### src/rtl/dff_link_pkg.sv
// Shared types and constants for the DFF link stimulus path.
//   state_e        : serializer FSM states (PARITY is only reachable when
//                    DFF_LINK_SERIALIZER_PARITY_EN is defined)
//   DEF_IDLE_LEVEL : default serial line level when idle / stop bit
//   FRAME_OVH      : framing bits per word without parity (start + stop)
//   FRAME_OVH_PAR  : framing bits per word with parity (start + parity + stop)
package dff_link_pkg;

    typedef enum logic [2:0] {
        ST_IDLE   = 3'd0,
        ST_START  = 3'd1,
        ST_SHIFT  = 3'd2,
        ST_PARITY = 3'd3,
        ST_STOP   = 3'd4
    } state_e;

    localparam logic        DEF_IDLE_LEVEL = 1'b1;
    localparam int unsigned FRAME_OVH      = 2;
    localparam int unsigned FRAME_OVH_PAR  = 3;

    // Total serial cycles for one word of width w.
    function automatic int unsigned frame_len(input int unsigned w, input bit par_en);
        return w + (par_en ? FRAME_OVH_PAR : FRAME_OVH);
    endfunction

endpackage

### src/rtl/dff_link_serializer.sv
// Parallel-to-serial transmitter feeding the DFF link delay chain input.
// Frame: start bit (~IDLE_LEVEL), payload LSB first, optional even parity,
// stop bit (IDLE_LEVEL). One bit per CLK.
//
// Optional feature: define DFF_LINK_SERIALIZER_PARITY_EN to insert a parity
// bit (XOR of the captured word) between the payload MSB and the stop bit.
//
// Ports:
//   CLK          clock, all logic on posedge
//   RST          synchronous active-high reset
//   load_valid   upstream word present on load_data
//   load_data    word to serialize (DATA_WIDTH bits)
//   load_ready   combinational: word accepted this cycle (IDLE or STOP)
//   output_data  registered serial stream
//   frame_active high from start bit through stop bit
//   frame_done   one-cycle pulse during the stop bit
module dff_link_serializer
    import dff_link_pkg::*;
#(
    parameter int unsigned DATA_WIDTH = 8,
    parameter logic        IDLE_LEVEL = DEF_IDLE_LEVEL
) (
    input  logic                  CLK,
    input  logic                  RST,
    input  logic                  load_valid,
    input  logic [DATA_WIDTH-1:0] load_data,
    output logic                  load_ready,
    output logic                  output_data,
    output logic                  frame_active,
    output logic                  frame_done
);

    localparam int unsigned     CNT_W    = $clog2(DATA_WIDTH);
    localparam logic [CNT_W-1:0] CNT_LAST = CNT_W'(DATA_WIDTH - 1);

    state_e                r_state;
    logic [DATA_WIDTH-1:0] r_shreg;
    logic [CNT_W-1:0]      r_cnt;
    logic                  r_out;
    logic                  r_active;
    logic                  r_done;
`ifdef DFF_LINK_SERIALIZER_PARITY_EN
    logic                  r_parity;
`endif

    logic w_transfer;

    // STOP also accepts so that a held load_valid gives gapless frames.
    assign load_ready = (r_state == ST_IDLE) || (r_state == ST_STOP);
    assign w_transfer = load_valid && load_ready;

    // FSM, datapath and registered outputs; r_out always holds the bit
    // belonging to the state being entered.
    always_ff @(posedge CLK) begin
        if (RST) begin
            r_state  <= ST_IDLE;
            r_shreg  <= '0;
            r_cnt    <= '0;
            r_out    <= IDLE_LEVEL;
            r_active <= 1'b0;
            r_done   <= 1'b0;
`ifdef DFF_LINK_SERIALIZER_PARITY_EN
            r_parity <= 1'b0;
`endif
        end else begin
            r_done <= 1'b0;
            case (r_state)
                ST_IDLE, ST_STOP: begin
                    if (w_transfer) begin
                        r_state  <= ST_START;
                        r_shreg  <= load_data;
                        r_cnt    <= '0;
                        r_out    <= ~IDLE_LEVEL;
                        r_active <= 1'b1;
`ifdef DFF_LINK_SERIALIZER_PARITY_EN
                        r_parity <= ^load_data;
`endif
                    end else begin
                        r_state  <= ST_IDLE;
                        r_out    <= IDLE_LEVEL;
                        r_active <= 1'b0;
                    end
                end

                ST_START: begin
                    r_state <= ST_SHIFT;
                    r_out   <= r_shreg[0];
                    r_shreg <= r_shreg >> 1;
                    r_cnt   <= '0;
                end

                // r_cnt is the index of the payload bit currently on the line.
                ST_SHIFT: begin
                    if (r_cnt == CNT_LAST) begin
`ifdef DFF_LINK_SERIALIZER_PARITY_EN
                        r_state <= ST_PARITY;
                        r_out   <= r_parity;
`else
                        r_state <= ST_STOP;
                        r_out   <= IDLE_LEVEL;
                        r_done  <= 1'b1;
`endif
                    end else begin
                        r_out   <= r_shreg[0];
                        r_shreg <= r_shreg >> 1;
                        r_cnt   <= r_cnt + CNT_W'(1);
                    end
                end

`ifdef DFF_LINK_SERIALIZER_PARITY_EN
                ST_PARITY: begin
                    r_state <= ST_STOP;
                    r_out   <= IDLE_LEVEL;
                    r_done  <= 1'b1;
                end
`endif

                default: begin
                    r_state  <= ST_IDLE;
                    r_out    <= IDLE_LEVEL;
                    r_active <= 1'b0;
                end
            endcase
        end
    end

    assign output_data  = r_out;
    assign frame_active = r_active;
    assign frame_done   = r_done;

endmodule
### config.mk
export PLATFORM = sky130hd
export DESIGN_NAME = dff_link_serializer
export DESIGN_NICKNAME = d
export VERILOG_FILES = /design/src/rtl/dff_link_pkg.sv /design/src/rtl/dff_link_serializer.sv
export SDC_FILE = /design/constraint.sdc
export NUM_CORES = 1
export LEC_CHECK = 0
export CORE_MARGIN = 1
export CORE_UTILIZATION = 58
export CTS_CLUSTER_DIAMETER = 120
export DETAILED_ROUTE_END_ITERATION = 6
export DONT_BUFFER_PORTS = 1
export PLACE_DENSITY = 0.74
export SKIP_CTS_REPAIR_TIMING = 1
export SYNTH_ARGS = -nofsm -noshare
export SYNTH_HDL_FRONTEND = slang
export SYNTH_SLANG_ARGS = --single-unit
### constraint.sdc
create_clock -name CLK -period 1.9 [get_ports CLK]
set_clock_uncertainty 0.05 [all_clocks]
set_input_delay 0.475 -clock CLK [delete_from_list [all_inputs] [get_ports CLK]]
set_output_delay 0.475 -clock CLK [all_outputs]
set_load 0.05 [all_outputs]
Word-level counts from Yosys, hierarchy flattened
Cells that the tools add are included.
Storage, ports and cells
  register bits after elaboration: 17
  input port bits: 11
  output and inout bits: 4
  logic and storage cells: 38
Operators by class
  add/sub/neg operators: 1
  equality and inequality tests: 7
  multiplexer cells: 15
  bitwise logic cells: 1
  reductions and logical operators: 8
Operators with widths (count)
  8-bit case mux with 3 select lines: 1
  3-bit case mux with 3 select lines: 2
  8-bit two-way mux: 2
  3-bit two-way mux: 3
  3-bit == test (second input constant): 2
  2-bit inequality test (second input constant): 3
  2-bit OR reduction: 3
  1-bit two-way mux: 5
  3-bit by 1-bit adder with 3-bit output (second input constant): 1
  3-bit by 1-bit == test with 1-bit output (second input constant): 1
  3-bit by 2-bit == test with 1-bit output (second input constant): 1
  3-bit zero test: 1
  1-bit case mux with 3 select lines: 1
  3-bit AND reduction: 1
  3-bit nonzero test: 1
  1-bit case mux with 2 select lines: 1
  1-bit logical AND: 1
  1-bit logical OR: 1
  1-bit NOT: 1

Depth between registers and ports, before layout
Gate-level depths: netlist of the first run.
  depth in word-level cells: 5
  gate-level depth with buffers: 8
  mapped depth without buffers: 6

Worst setup path before layout of the first run
Ideal clock, no wire load.
  path type: register to register
  start: register r_cnt[0]
  end: register r_cnt[1]
  setup time: 0.140 ns
  data arrival time: 1.496 ns
  data required time: 1.710 ns
  setup slack: 0.215 ns
  cell stages (with the launch flop): 9
  buffers on the path: 2
  period minus slack after synthesis: 1.685 ns
  cell sequence: dfxtp_1 ha_1 ha_1 nor4b_4 or3_1 buf_6 buf_12 nand3_1 a21oi_1
Between the ends
  cells in the longest elaborated chain, start to end: 3
  elaborated cells on any way between the ends: 6
  those cells by class: add/sub (1); eq/ne (2); mux (2); reduce/logical (1)
Ends and longest elaborated chain
  from (decl): RTL line dff_link_serializer.sv:38  | logic [CNT_W-1:0] r_cnt;
  from (signal assigned): RTL line dff_link_serializer.sv:106  | r_cnt <= r_cnt + CNT_W'(1);
  3-bit by 1-bit adder with 3-bit output / 3-bit == test (equally long branches): RTL line dff_link_serializer.sv:106, dff_link_serializer.sv:94
  3-bit two-way mux / 2-bit inequality test (equally long branches)
  3-bit case mux with 3 select lines / 3-bit AND reduction (equally long branches)
Parallel ways exist; a longest one is shown, timed or not. The select of a mux whose other input is x is not followed.
A chain may end at the register's enable or synchronous reset.

Final worst setup path of the first run
  start: register r_cnt[0]
  end: register r_shreg[6]
Between the ends
  cells in the longest elaborated chain, start to end: 3
Ends and longest elaborated chain
  3-bit == test: RTL line dff_link_serializer.sv:94  | if (r_cnt == CNT_LAST) begin
  2-bit inequality test (no source line)
  3-bit AND reduction (no source line)
  to (signal assigned): RTL line dff_link_serializer.sv:71  | r_shreg <= load_data;
  to (signal assigned): RTL line dff_link_serializer.sv:88  | r_shreg <= r_shreg >> 1;
  to (signal assigned): RTL line dff_link_serializer.sv:105  | r_shreg <= r_shreg >> 1;
  to (decl): RTL line dff_link_serializer.sv:37  | logic [DATA_WIDTH-1:0] r_shreg;
Every way passes these cells.

==> metrics.txt, run 1 <==
first-pass GRT wire length=around 1.8 mm; crit path to=r_shreg[6]$_SDFFE_PP0P_; CP Cell Sequence=ha_1 > ha_1 > nor4b_4 > or3_1 > buf_4 > nor2_1 > a211oi_2; critical path class=reg2reg; clk root buf=clkbuf_4; FF-to-FF path depth=7; Hold Violations, Final=0; Pre-antenna DRT Iters=4; Placer Congestion=0.790; drc violations=0; Worst Setup Start Kind=register; detailed-placement wirelength estimate=roughly 810 um; Max Cap Viol=0; CTS Buf Count=3; r2r endpoint=r_shreg[6]$_SDFFE_PP0P_; Setup violations, final=0; clk_lat worst skew=between 200 and 300 ps; WP depth=7; crit path buf inv count=1; Synthesis Warnings=0; CP max-delay cell=dfxtp_1; status=finished clean; reg2reg start=r_cnt[0]$_SDFFE_PP0P_; max-slew violation count=0; Rel. slew slack=~66%; post-DR vias/cell=5.69; register area share after synthesis=42.5%; final net count=92; vias in the first global route=roughly 420; Starting Density=between 60% and 70%; setup tns final=0 ps; port bufs=0; Worst Setup End Kind=register; RSZ-0062 raised after global routing=no; I/O pin cnt=15; Mapped Nets=88; Cells after Synth=75; via count=between 500 and 600; share of cells above drive strength 1=between 20% and 30%; CORE AREA=1280 um^2; Die Area=1530 um^2; commonest non-fill, non-tap cells in the layout=dfxtp_1 (17), nor2_1 (11), mux2i_1 (8); TritonCTS sink count=17; Routed Wire Length=1.13 mm; CP required=2060 ps; placed inst area=803 um^2; post-route cell area=830 um^2; WP data arrival=roughly 1900 ps; most common cell after layout, fill and taps aside=dfxtp_1; fin crit share=90.3%; Cell Area, Synth=between 800 and 900 um^2; die width=~39 um; std cell rows=13; hold path start=RST; Max VDD drop=503 uV; Crit Path Max Fanout=9; Die Height=39.2 um; Antenna diodes=0; Clock transition at path regs=100 ps; GRT Util Overall=17.0%; GR Overflow Total=0; Leakage Power=approximately 0.0003 uW; reg2reg setup slack=about 190 ps; Tightest Hold Check Type=in2reg; clock buffer depth=2; Detail Route Antenna Nets=0; Worst setup startpoint=r_cnt[0]$_SDFFE_PP0P_; Final min period=between 1500 and 2000 ps; max incr delay on CP=approximately 330 ps; DR iter-0 viols=3; Avg Inst Size Synth=~11 um^2; initial antenna violation count=0; # H-tree levels=1; delay-heaviest family, CP=simple AND/OR/NAND/NOR gates; CP most frequent cell=ha_1; CTS tree=done; average wire per standard cell=between 10 and 15 um; number of synthesized register bits=17; pwr dens=914 nW/um^2; Area growth syn-to-layout=3.59%; fmax=583 MHz; Cell variety after synth=24; Slew @ Worst Pin=506 ps; largest net degree at the start of global routing=18
layout make-up:
| type | count | area (um^2) |
|---|---|---|
| Fill cell | 113 | 455 |
| Clock buffer | 4 | 26.3 |
| Multi-Input combinational cell | 53 | 414 |
| Timing Repair Buffer | 4 | 30.0 |
| Sequential cell | 17 | 340 |
| Tap cell | 15 | 18.8 |
worst register-to-register path: cells and delay by family (launching register included):
family          cells  cell delay (ps)
buf+inv             1              170
flops               1              330
fa+ha+maj           2              430
compound gates      1              180
simple gates        3              490
power by group:
| group | total, uW | internal, uW | switching, uW | leakage, uW |
|---|---|---|---|---|
| combinational | 152 | 70.3 | 81.3 | 0.000151 |
| sequential | 420 | 387 | 32.8 | 0.000140 |
| clock | 187 | 81.3 | 106 | 0.0000150 |
flip-flops by register name, summed over array words and instances, names as in the netlist:
name          flops
frame_active      1
r_shreg           8
frame_done        1
r_state           3
output_data       1
r_cnt             3
cell families (layout without fill, tap and decap cells):
logic type	after synthesis	in the layout	share of synthesized area [%]
adders and majority gates	2	2	3.12
buffers and inverters	5	8	5.78
AOI/OAI and AO/OA	14	14	16.7
muxes	8	8	10.0
and+or+nand+nor	29	29	21.9
DFF	17	17	42.5
cell usage after synthesis (all sizes together):
cell type / instances / area [um^2]
nand2b: 2 / 20.0
nor4b: 3 / 41.3
nor2b: 1 / 6.26
clkbuf: 1 / 3.75
mux2i: 8 / 80.1
nand3b: 1 / 7.51
nand2: 4 / 15.0
nor3: 1 / 5.00
nor3b: 3 / 22.5
a211oi: 7 / 87.6
ha: 2 / 25.0
or3: 1 / 6.26
buf: 4 / 42.5
o21ai: 1 / 5.00
dfxtp: 17 / 340
a21oi: 6 / 41.3
nand3: 2 / 10.0
nor2: 11 / 41.3
per-layer routing:
metal | GRT usage (%) | wire [um]
met1 | 23.0 | 568
met2 | 26.7 | 507
met3 | 3.47 | 47
met4 | 5.17 | 6
met5 | 0 | 0
metrics by stage:
step | total power [uW] | util (%) | hold slack [ps] | setup slack, ps | cells
finish | 758 | 64.6 | 193 | 185 | 93
global route | 803 | 64.6 | 170 | 19.7 | 93
CTS | 770 | 64.6 | 183 | 173 | 93
detailed placement | 581 | 62.5 | 397 | 197 | 89
global placement | 578 | 62.5 | 386 | 231 | 89
floorplan | 572 | - | 382 | 215 | 75
how the worst min path moves through the flow:
| stage | endpoint | slack (ps) | depth (start not counted) |
|---|---|---|---|
| CTS | r_shreg[5]$_SDFFE_PP0P_ | 180 | 1 |
| global placement | r_shreg[7]$_SDFFE_PP0P_ | 390 | 2 |
| finish | r_shreg[5]$_SDFFE_PP0P_ | 190 | 1 |
| detailed placement | r_cnt[1]$_SDFFE_PP0P_ | 400 | 2 |
| floorplan | r_shreg[7]$_SDFFE_PP0P_ | 380 | 2 |
| global route | r_shreg[3]$_SDFFE_PP0P_ | 170 | 1 |
Power figures use the tool's default switching activity.
==> inputs of run 2 (changes only) <==
--- a/config.mk
+++ b/config.mk
@@ -5,12 +5,13 @@
 export SDC_FILE = /design/constraint.sdc
 export NUM_CORES = 1
 export LEC_CHECK = 0
-export CORE_MARGIN = 1
-export CORE_UTILIZATION = 58
+export CORE_AREA = 2 2 39 41
+export CTS_BUF_LIST = sky130_fd_sc_hd__clkbuf_4
 export CTS_CLUSTER_DIAMETER = 120
 export DETAILED_ROUTE_END_ITERATION = 6
+export DIE_AREA = 0 0 41 43
 export DONT_BUFFER_PORTS = 1
-export PLACE_DENSITY = 0.74
+export PLACE_DENSITY = 0.76
 export SKIP_CTS_REPAIR_TIMING = 1
 export SYNTH_ARGS = -nofsm -noshare
 export SYNTH_HDL_FRONTEND = slang
==> run 2 against run 1 <==
Combinational power about the same. Design area increased by 0.60%. Global-route usage decreased by 0.62 points. Routed wire length increased by 6.2%. Sequential cell count unchanged. Clock power increased by 9.6%. Sequential share of layout area decreased by 0.25 points. First-iteration DRC count increased to 2.7 times the previous value. Sequential power about the same. Core utilization decreased by 4.2 points. Critical path depth unchanged.
==> metrics.txt, run 2 (synthesis results as in run 1) <==
TritonCTS sink count=17 (unchanged); Detail Route Antenna Nets=0 (unchanged); drc violations=0 (unchanged); GRT Util Overall=16.4% (-0.62 points); non-filler cells, final=94 (+1.1%); port bufs=0 (unchanged); Placer Congestion=0.833 (+5.4%); die width=41 um (+4.7%); clock buffer depth=2 (unchanged); commonest non-fill, non-tap cells in the layout=dfxtp_1 (17), nor2_1 (11), mux2i_1 (8); largest net degree at the start of global routing=18 (unchanged); share of cells above drive strength 1=23.1% (+1.3 points); hold_ws=186 ps (-7.07 ps); max incr delay on CP=330 ps (about the same); clk_lat worst skew=290 ps (about the same); Pre-antenna DRT Iters=4 (unchanged); Worst Setup Start Kind=register; Final min period=1730 ps (+17.6 ps); Largest register FFs=8 (unchanged); DR iter-0 viols=8 (+5); # fillers=125 (+11%); WP data arrival=1900 ps (+30 ps); Leakage Power=0.000309 uW (+1.1%); Largest regs=r_shreg x8, r_cnt x3, r_state x3; initial antenna violation count=0 (unchanged); Antenna diodes=0 (unchanged); Crit Path Max Fanout=9 (unchanged); fin crit share=91.2% (+0.93 points); r2r endpoint=r_shreg[1]$_SDFFE_PP0P_; FF-to-FF path depth=7 (unchanged); Routed Wire Length=1.20 mm (+6.2%); CP Cell Sequence=ha_1 > ha_1 > nor4b_4 > or3_1 > buf_4 > nor2_1 > a211oi_2; hold path start=RST; GR Overflow Total=0 (unchanged); Slew @ Worst Pin=498 ps (-8.00 ps); final net count=92 (unchanged); Hold Path Sink=r_shreg[2]$_SDFFE_PP0P_; I/O pin cnt=15 (unchanged); post-DR vias/cell=5.77 (+1.4%); Tot Pwr=778 uW (+2.5%); CP most frequent cell=ha_1; setup tns final=0 ps (unchanged); average wire per standard cell=12.8 um (+5.1%); crit path buf inv count=1 (unchanged); delay-heaviest family, CP=simple AND/OR/NAND/NOR gates; placed insts=90 (+1.1%); detailed-placement wirelength estimate=882 um (+9.1%); status=finished clean; Area growth syn-to-layout=4.22%; reg2reg start=r_cnt[0]$_SDFFE_PP0P_; cell count of the worst hold path=1 (unchanged); clk root buf=clkbuf_4; Tightest Hold Check Type=in2reg; CP max-delay cell=dfxtp_1; Starting Density=57.9% (-4.5 points); CORE AREA=1380 um^2 (+7.7%); critical path class=reg2reg; Max Cap Viol=0 (unchanged); max-slew violation count=0 (unchanged); CP required=2070 ps (about the same); Rel. slew slack=66.7% (+0.53 points); via count=542 (+2.5%); # H-tree levels=1 (unchanged); reg2reg setup slack=170 ps (-20 ps); most common cell after layout, fill and taps aside=dfxtp_1; pwr dens=932 nW/um^2 (+1.9%); CTS Buf Count=3 (unchanged); Max VDD drop=629 uV (+25%); vias in the first global route=502 (+21%); std cell rows=14 (+1); Hold Violations, Final=0 (unchanged); RSZ-0062 raised after global routing=no; CTS tree=done; Die Height=43 um (+9.8%); Clock transition at path regs=100 ps (about the same); Largest Register=r_shreg; fmax=577 MHz (-1.0%); first-pass GRT wire length=1.98 mm (+11%); Worst Setup End Kind=register; Die Area=1760 um^2 (+15%); Setup violations, final=0 (unchanged)
==> run 2: how the worst max path moves through the flow <==
stage                                    endpoint  cells after the start                   from
after floorplan             r_cnt[1]$_SDFFE_PP0P_                      8  r_cnt[0]$_SDFFE_PP0P_
after CTS                 r_shreg[1]$_SDFFE_PP0P_                      7  r_cnt[0]$_SDFFE_PP0P_
final                     r_shreg[1]$_SDFFE_PP0P_                      7  r_cnt[0]$_SDFFE_PP0P_
after detailed placement  r_shreg[1]$_SDFFE_PP0P_                      7  r_cnt[0]$_SDFFE_PP0P_
after global placement    r_shreg[5]$_SDFFE_PP0P_                      7  r_cnt[0]$_SDFFE_PP0P_
after global routing      r_shreg[0]$_SDFFE_PP0P_                      7  r_cnt[0]$_SDFFE_PP0P_
==> run 2: cell type report <==
| cell class | instances | area (um^2) | area share [%] |
|---|---|---|---|
| flip-flops and latches | 17 | 340 | 40.8 |
| clock buffers | 4 | 30.0 | 3.60 |
| well taps | 16 | 20.0 | 2.40 |
| repair buffers | 4 | 30.0 | 3.60 |
| multi-input cells | 53 | 414 | 49.6 |
==> run 2: layer usage <==
metal	global-route usage, %	up-vias	part of all wire (%)
met1	21.6	254	48
met4	8.00	0	1.2
met5	0	-	0
met3	3.14	2	4.6
li1	-	271	-
met2	24.4	15	46
==> run 2: stage by stage <==
stage	instance area [um^2]	setup slack (ps)	utilization [%]
final	835	168	60.3
after global routing	835	51.2	60.3
after CTS	835	153	60.3
after detailed placement	805	181	58.1
after global placement	805	228	58.1
after floorplan	801	215	-
==> run 2: worst register-to-register path: cells and delay by family (launching register included) <==
| kind | cells | cell delay (ps) |
|---|---|---|
| flops | 1 | 330 |
| simple gates | 3 | 490 |
| compound gates | 1 | 190 |
| buf+inv | 1 | 170 |
| fa+ha+maj | 2 | 440 |
==> run 2: power by group <==
group | switching (uW) | internal, uW
Sequential | 32.8 | 387
Clock | 110 | 95.8
Combinational | 81.8 | 70.3
Total | 224 | 553
==> inputs of run 3 (changes only) <==
--- a/config.mk
+++ b/config.mk
@@ -6,11 +6,12 @@
 export NUM_CORES = 1
 export LEC_CHECK = 0
 export CORE_AREA = 2 2 39 41
-export CTS_BUF_LIST = sky130_fd_sc_hd__clkbuf_4
+export CTS_BUF_LIST = sky130_fd_sc_hd__clkbuf_2 sky130_fd_sc_hd__clkbuf_4 sky130_fd_sc_hd__clkbuf_8
 export CTS_CLUSTER_DIAMETER = 120
 export DETAILED_ROUTE_END_ITERATION = 6
 export DIE_AREA = 0 0 41 43
 export DONT_BUFFER_PORTS = 1
+export GPL_TIMING_DRIVEN = 0
 export PLACE_DENSITY = 0.76
 export SKIP_CTS_REPAIR_TIMING = 1
 export SYNTH_ARGS = -nofsm -noshare
==> run 3 against run 2 <==
Sequential cell count stayed put. Combinational power is 18% higher. Register-to-register slack got worse by 20 ps. Highest routed layer unchanged. Largest power group unchanged. Core utilization grew 3.8 points.
==> metrics.txt, run 3 (synthesis results as in run 1) <==
status=finished clean; RSZ-0062 raised after global routing=no; GR Overflow Total=0 (unchanged); Final min period=1750 ps (+22.2 ps); CP max-delay cell=dfxtp_2; final net count=95 (+3.3%); Largest Register=r_shreg; fmax=570 MHz (-1.3%); average wire per standard cell=14.6 um (+14%); Worst setup startpoint=r_cnt[0]$_SDFFE_PP0P_; clk root buf=clkbuf_4; Die Height=43 um (unchanged); Crit Path Max Fanout=10 (+1); initial antenna violation count=0 (unchanged); Largest register FFs=8 (unchanged); clock buffer depth=2 (unchanged); Area growth syn-to-layout=10.8%; via count=576 (+6.3%); DR WL met3=93 um (+69%); port bufs=0 (unchanged); largest net degree at the start of global routing=11 (-7); Antenna diodes=0 (unchanged); Largest regs=r_shreg x8, r_cnt x3, r_state x3; clk_lat worst skew=280 ps (about the same); post-DR vias/cell=5.94 (+3.0%); Leakage Power=0.000317 uW (+2.6%); CORE AREA=1380 um^2 (unchanged); Clk pwr share=24.8% (-1.6 points); sw frac=29.2% (+0.38 points); Tightest Hold Check Type=in2reg; Max VDD drop=568 uV (-9.7%); hold path start=load_data[7]; reg2reg setup slack=150 ps (-20 ps); Hold Violations, Final=0 (unchanged); Worst Setup End Kind=register; Routed Wire Length=1.42 mm (+18%); Placer Congestion=0.770 (-7.6%); Rel. slew slack=63.4% (-3.3 points); reg2reg start=r_cnt[0]$_SDFFE_PP0P_; critical path class=reg2reg; CP required=2070 ps (about the same); Detail Route Antenna Nets=0 (unchanged); Max Cap Viol=0 (unchanged); max incr delay on CP=330 ps (about the same); Starting Density=57.9% (unchanged); pwr dens=903 nW/um^2 (-3.0%); fin crit share=92.4% (+1.2 points); max-slew violation count=0 (unchanged); M1 WL=594 um (+3.1%); Comb power frac=22.4% (+2.8 points); most common cell after layout, fill and taps aside=dfxtp_1; placed inst area=821 um^2 (+2.0%); net switching power=234 uW (+4.4%); Setup violations, final=0 (unchanged); max layer used=met4; CTS Buf Count=3 (unchanged); post-route cell area=887 um^2 (+6.3%); Core Util, Final=64.1% (+3.8 points); I/O pin cnt=15 (unchanged); CP Cell Sequence=ha_2 > ha_4 > nor4b_4 > or3_4 > buf_6 > buf_12 > nand3_1 > a21oi_1; Worst Setup Start Kind=register; first-pass GRT wire length=2.21 mm (+12%); Internal=567 uW (+2.5%); drc violations=0 (unchanged); DR iter-0 viols=6 (-2); Die Area=1760 um^2 (unchanged); std cell rows=14 (unchanged); share of cells above drive strength 1=29.6% (+6.6 points); hold_ws=318 ps (+131 ps); Pre-antenna DRT Iters=4 (unchanged); TritonCTS sink count=17 (unchanged); met2 WL=711 um (+28%); Clock transition at path regs=90 ps (about the same); WP data arrival=1920 ps (+20 ps); die width=41 um (unchanged); CTS tree=done; # H-tree levels=1 (unchanged); vias in the first global route=509 (+1.4%); GRT Util Overall=18.9% (+2.6 points); Slew @ Worst Pin=548 ps (+50.0 ps); commonest non-fill, non-tap cells in the layout=dfxtp_1 (16), nor2_1 (10), mux2i_1 (8); Seq pwr share=52.8% (-1.2 points)
[run 3: changes by cell type in the layout (fill, tap and decap cells not counted), sizes merged]
cell,delta
clkbuf,+1
buf,+2
[run 3: critical path: cells and delay by family, from the launching register on]
| family | cells | cell delay, ps |
|---|---|---|
| AO/OA/AOI/OAI | 1 | 130 |
| adder cells (fa/ha/maj) | 2 | 360 |
| buffers and inverters | 2 | 250 |
| flip-flops | 1 | 330 |
| AND/OR/NAND/NOR | 3 | 570 |
[run 3: power by group through the flow]
| stage | registers, uW | logic (uW) | clock network [uW] |
|---|---|---|---|
| 3_3_place_gp | 428 | 165 | 0 |
| 4_1_cts | 422 | 169 | 207 |
| 3_5_place_dp | 431 | 168 | 0 |
| 5_1_grt | 428 | 194 | 227 |
| 2_1_floorplan | 425 | 147 | 0 |
| 6_report | 423 | 180 | 199 |
[run 3: stage by stage]
stage / total power [uW] / instances / worst slack, ps / TNS (ps)
finish: 801 / 97 / 145 / 0
global route: 849 / 97 / 26.9 / 0
CTS: 799 / 95 / -10.6 / -10.6
detailed placement: 599 / 91 / 80.3 / 0
global placement: 593 / 91 / 104 / 0
floorplan: 572 / 75 / 215 / 0
[run 3: final cells by class]
cell class | count | area, um^2
Tap cell | 16 | 20.0
Timing Repair Buffer | 2 | 12.5
Sequential cell | 17 | 342
Fill cell | 104 | 497
Multi-Input combinational cell | 53 | 437
Buffer | 5 | 46.3
Clock buffer | 4 | 30.0
[run 3: final timing paths]
path / depth (start not counted) / endpoint
min: 2 / r_shreg[7]$_SDFFE_PP0P_
max reg2reg: 8 / r_cnt[2]$_SDFFE_PP0P_
min reg2reg: 2 / r_cnt[1]$_SDFFE_PP0P_
max: 8 / r_cnt[2]$_SDFFE_PP0P_
[run 3: layer usage]
metal | GRT usage [%] | vias up
li1 | - | 281
met2 | 29.4 | 16
met1 | 21.5 | 275
met3 | 6.81 | 4
met4 | 10.0 | 0
met5 | 0 | -
